## config.mk

```make
export PLATFORM = sky130hd
export DESIGN_NAME = uart_tx_framer
export DESIGN_NICKNAME = d
export VERILOG_FILES = /design/src/rtl/uart_tx_framer.sv
export SDC_FILE = /design/constraint.sdc
export NUM_CORES = 1
export LEC_CHECK = 0
export CELL_PAD_IN_SITES_DETAIL_PLACEMENT = 0
export CELL_PAD_IN_SITES_GLOBAL_PLACEMENT = 2
export CORE_UTILIZATION = 31
export DETAILED_ROUTE_END_ITERATION = 16
export PLACE_DENSITY_LB_ADDON = 0.3
export SYNTH_ARGS = -nofsm -noshare
export SYNTH_HDL_FRONTEND = slang
export SYNTH_SLANG_ARGS = --single-unit
```

## constraint.sdc

```tcl
create_clock -name clk -period 1.75 [get_ports clk]
set_clock_uncertainty 0.05 [all_clocks]
set_input_delay 0.2625 -clock clk [delete_from_list [all_inputs] [get_ports clk]]
set_output_delay 0.2625 -clock clk [all_outputs]
set_load 0.01 [all_outputs]
```

## src/rtl/uart_tx_framer.sv

```systemverilog
// UART TX serialiser: start bit, DATA_BITS data (LSB first), optional parity, STOP_BITS stop bits.
// Parity is compiled in only when UART_TX_PARITY_EN is defined; one bit per baud_pulse.
module uart_tx_framer #(
  parameter int DATA_BITS  = 8,
  parameter int STOP_BITS  = 1,
  parameter int PARITY_ODD = 0
) (
  input  logic                 clk,
  input  logic                 rst,
  input  logic                 baud_pulse,
  input  logic [DATA_BITS-1:0] tx_data,
  input  logic                 tx_valid,
  output logic                 tx_ready,
  output logic                 tx_line,
  output logic                 tx_busy,
  output logic                 frame_done
);

  typedef enum logic [2:0] {
    IDLE,
    ARM,
    START,
    DATA,
`ifdef UART_TX_PARITY_EN
    PARITY,
`endif
    STOP
  } state_t;

  if (DATA_BITS < 5 || DATA_BITS > 8 || STOP_BITS < 1 || STOP_BITS > 2 ||
      PARITY_ODD < 0 || PARITY_ODD > 1) begin : g_bad_param
    $error("uart_tx_framer: illegal parameter value");
  end

  state_t               state_q;
  logic [DATA_BITS-1:0] shift_q;
  logic [3:0]           bit_cnt_q;
  logic [1:0]           stop_cnt_q;
  logic                 tx_line_q;
  logic                 tx_ready_q;
  logic                 tx_busy_q;
  logic                 frame_done_q;
`ifdef UART_TX_PARITY_EN
  logic                 parity_q;
`endif

  always_ff @(posedge clk) begin
    if (rst) begin
      state_q      <= IDLE;
      shift_q      <= '0;
      bit_cnt_q    <= '0;
      stop_cnt_q   <= '0;
      tx_line_q    <= 1'b1;
      tx_ready_q   <= 1'b1;
      tx_busy_q    <= 1'b0;
      frame_done_q <= 1'b0;
`ifdef UART_TX_PARITY_EN
      parity_q     <= 1'b0;
`endif
    end else begin
      frame_done_q <= 1'b0;
      case (state_q)
        IDLE: begin
          if (tx_valid && tx_ready_q) begin
            shift_q    <= tx_data;
`ifdef UART_TX_PARITY_EN
            parity_q   <= (^tx_data) ^ 1'(PARITY_ODD);
`endif
            state_q    <= ARM;
            tx_busy_q  <= 1'b1;
            tx_ready_q <= 1'b0;
          end
        end
        // Waiting here for a fresh strobe keeps the start bit a full baud period long.
        ARM: begin
          if (baud_pulse) begin
            tx_line_q <= 1'b0;
            state_q   <= START;
          end
        end
        START: begin
          if (baud_pulse) begin
            tx_line_q <= shift_q[0];
            shift_q   <= shift_q >> 1;
            bit_cnt_q <= 4'd1;
            state_q   <= DATA;
          end
        end
        DATA: begin
          if (baud_pulse) begin
            if (bit_cnt_q < 4'(DATA_BITS)) begin
              tx_line_q <= shift_q[0];
              shift_q   <= shift_q >> 1;
              bit_cnt_q <= bit_cnt_q + 4'd1;
            end else begin
`ifdef UART_TX_PARITY_EN
              tx_line_q  <= parity_q;
              state_q    <= PARITY;
`else
              tx_line_q  <= 1'b1;
              stop_cnt_q <= 2'd1;
              state_q    <= STOP;
`endif
            end
          end
        end
`ifdef UART_TX_PARITY_EN
        PARITY: begin
          if (baud_pulse) begin
            tx_line_q  <= 1'b1;
            stop_cnt_q <= 2'd1;
            state_q    <= STOP;
          end
        end
`endif
        STOP: begin
          tx_line_q <= 1'b1;
          if (baud_pulse) begin
            if (stop_cnt_q < 2'(STOP_BITS)) begin
              stop_cnt_q <= stop_cnt_q + 2'd1;
            end else begin
              state_q      <= IDLE;
              frame_done_q <= 1'b1;
              tx_busy_q    <= 1'b0;
              tx_ready_q   <= 1'b1;
            end
          end
        end
        default: begin
          state_q    <= IDLE;
          tx_line_q  <= 1'b1;
          tx_ready_q <= 1'b1;
          tx_busy_q  <= 1'b0;
        end
      endcase
    end
  end

  assign tx_line    = tx_line_q;
  assign tx_ready   = tx_ready_q;
  assign tx_busy    = tx_busy_q;
  assign frame_done = frame_done_q;

endmodule

```

==> reports/metrics.cfg <==
[run_status]
outcome=completed

[sta]
setup_slack_ns=0.137
rsz0062_at_grt=no
fmax_ghz=0.620
tightest_slew_ns=0.508
whs_ns=0.443
min_period_over_period_pct=92.2
hold_viol=0
setup_viol=0
slew_headroom_pct=66.2
drv_slew=0
fin_crit_ns=1.61

[floorplanning]
core-area_sq_mm=0.00313
row_count=20
dieArea_sq_mm=0.00359
start_util_pct=33.2
die_w_um=59.9
io_pins=16
die_h_um=59.9

[drt]
ant_nets=0
vias=884
viasPerCell=4.91
drt-total-wl_um=2160
wl_per_cell_um=12.0
drt_iter0_drc=32
drc=0
first_pass_iters=4

[logic_synthesis]
avgSynthCellArea_sq_um=9.04
synth-async-reset-ratio_pct=0
synth_area_leaders=dfxtp_1 40%, mux2i_1 5.8%, nor2_1 5.8%
syn-num-nets=129
ys_ff_latch=21
yosysWarnings=0
netlist_area_sq_mm=0.00104
synth_top_cell_by_area=dfxtp_1
ys.flop_type=dfxtp_1
synth_edf_count=0
synthCells=115
yosysSeqAreaShare_pct=40.4
synth_cell_type_count=32
netlist.area_leader.share_pct=40.4

[cells_and_area]
seqCellArea_sq_um=422
nets=151
nFillCells=319
antennaDiodeCount=0
layout-drive-gt1-share_pct=14.7
multiInputGateArea_sq_um=568
areaGrowthSynthToFinish_pct=25.9

[critical_path]
critPathTopFamily=multiplexers
crit_end=stop_cnt_q[1]$_SDFFE_PP0P_
startpoint_type=register
end_kind=register
path_class=register to register
reg2regPathDepth=6
ff2ff_setup_slack_ns=0.14
path_buf_inv=1
crit_fanout=3
slowest_delay_ns=0.38
path_depth=6
cp_slowest_cell=mux2_2
required_ns=1.95
r2r_start=stop_cnt_q[0]$_SDFFE_PP0P_
worstPathCellList=inv_1, ha_1, nor4bb_1, o21ai_0, mux2_2, nor2_1
r2r-end=stop_cnt_q[1]$_SDFFE_PP0P_
startpoint=stop_cnt_q[0]$_SDFFE_PP0P_
arrival_ns=1.81

[power]
p_int_mw=0.706
pwr-share-comb_pct=20.1
power_density_mw_per_mm2=750
leakage_nw=0.494
switchingPower_mw=0.276
clkPwrFrac_pct=24.5
power_frac_seq_pct=55.4
swShare_pct=28.1
peakVddDrop_uv=300

[cts]
cts_resized=0
cts_made_buffers=3
tritoncts=yes
clkSinkCount=21
ctsHoldBuffers=0
clk_pin_slew_worst_paths_ns=0.12
cts_max_level=1
cts_setup_buffers=0
root_buffer=clkbuf_4
clk_path_buf_depth=2
clock_latency_ns=0.31

[worst_hold_path]
hold_class=register to register

[grt]
antenna_found_initial=0
grt_first_pass_wirelength_um=3630
groute.usage.overall_pct=13.5
grt_pass1_vias=856
grt_max_degree=15
grt_overflow=0

[placement]
globalplace.congestion=0.698
dp_slack_ns=-0.0590
post-dp-hpwl_um=1620
port_buffers=15

[flow_run]
timing.max_cap.violations=0

==> stage by stage <==
step / util [%] / setup TNS, ns / total power, mW / cells / instance area (sq um)
6_report: 41.8 / 0 / 0.982 / 180 / 1310
5_1_grt: 41.8 / 0 / 1.05 / 180 / 1310
4_1_cts: 41.8 / 0 / 0.994 / 180 / 1310
3_5_place_dp: 40.9 / -0.267 / 0.754 / 176 / 1280
3_3_place_gp: 40.9 / -0.145 / 0.749 / 176 / 1280
2_1_floorplan: - / 0 / 0.677 / 115 / 1040
==> state kept, by name (all words and copies together) (netlist names) <==
signal      count
shift_q         8
bit_cnt_q       4
state_q         3
stop_cnt_q      2
frame_done      1
tx_busy         1
tx_line         1
tx_ready        1
==> placed cells by master, fill, tap and decap left out, drive strengths merged, types with 4 or more instances in the layout <==
cell type,netlist,layout
nor3,4,4
a21oi,6,6
nand3,4,4
nand2,8,8
clkdlybuf4s50,0,15
a211oi,9,9
buf,3,10
dfxtp,21,21
nand2b,7,7
mux2i,6,6
nor2,16,16
==> tightest hold or removal path, stage by stage (launching register included) <==
cell,delay (ns)
dfxtp_1,0.33
nand2b_1,0.07
a21oi_1,0.06
==> power by group through the flow <==
stage	registers [mW]	clock network, mW	logic (mW)
CTS	0.544	0.250	0.200
detailed placement	0.554	0	0.200
floorplan	0.547	0	0.130
global placement	0.553	0	0.195
global route	0.550	0.282	0.220
finish	0.543	0.241	0.198
==> cell usage after synthesis, types with 2 or more instances <==
cell type and number:
a211oi_1 7, a211oi_2 2, a21boi_0 2, a21oi_1 6
buf_2 2, clkbuf_1 5, dfxtp_1 21, ha_1 2
inv_1 3, mux2i_1 6, nand2_1 8, nand2b_1 7
nand3_1 4, nand3b_1 2, nor2_1 16, nor3_1 4
o21ai_0 3
==> layout make-up <==
cell class                 count  share of cell area, %
clock buffer                   3                   1.72
timing repair buffer          25                   17.2
clock inverter                 1                  0.382
tap                           44                   4.21
inverter                       3                  0.860
multi-input combinational     83                   43.4
sequential                    21                   32.2
==> cells by family after synthesis <==
family	share of synthesized area [%]
AND/OR/NAND/NOR	25.0
flip-flops	40.4
multiplexers	6.86
adder cells (fa/ha/maj)	2.41
buffers and inverters	4.93
AO/OA/AOI/OAI	20.3
==> how the worst min path moves through the flow <==
stage                                  from                 endpoint  slack [ns]  cells past startpoint
floorplan                        tx_data[7]  shift_q[7]$_SDFFE_PP0P_        0.37                      2
global placement       tx_busy$_SDFFE_PP0P_     tx_busy$_SDFFE_PP0P_        0.41                      2
detailed placement     tx_busy$_SDFFE_PP0P_     tx_busy$_SDFFE_PP0P_        0.43                      2
CTS                    tx_busy$_SDFFE_PP0P_     tx_busy$_SDFFE_PP0P_        0.45                      2
global route        shift_q[7]$_SDFFE_PP0P_  shift_q[7]$_SDFFE_PP0P_        0.47                      2
finish                 tx_busy$_SDFFE_PP0P_     tx_busy$_SDFFE_PP0P_        0.44                      2
==> per-layer routing <==
metal / vias up / global-route usage [%] / wire (um)
met3: 4 / 2.60 / 51
li1: 458 / - / -
met5: - / 0 / 0
met2: 13 / 21.7 / 982
met1: 409 / 17.4 / 1090
met4: 0 / 5.98 / 34
Power figures use the tool's default switching activity.
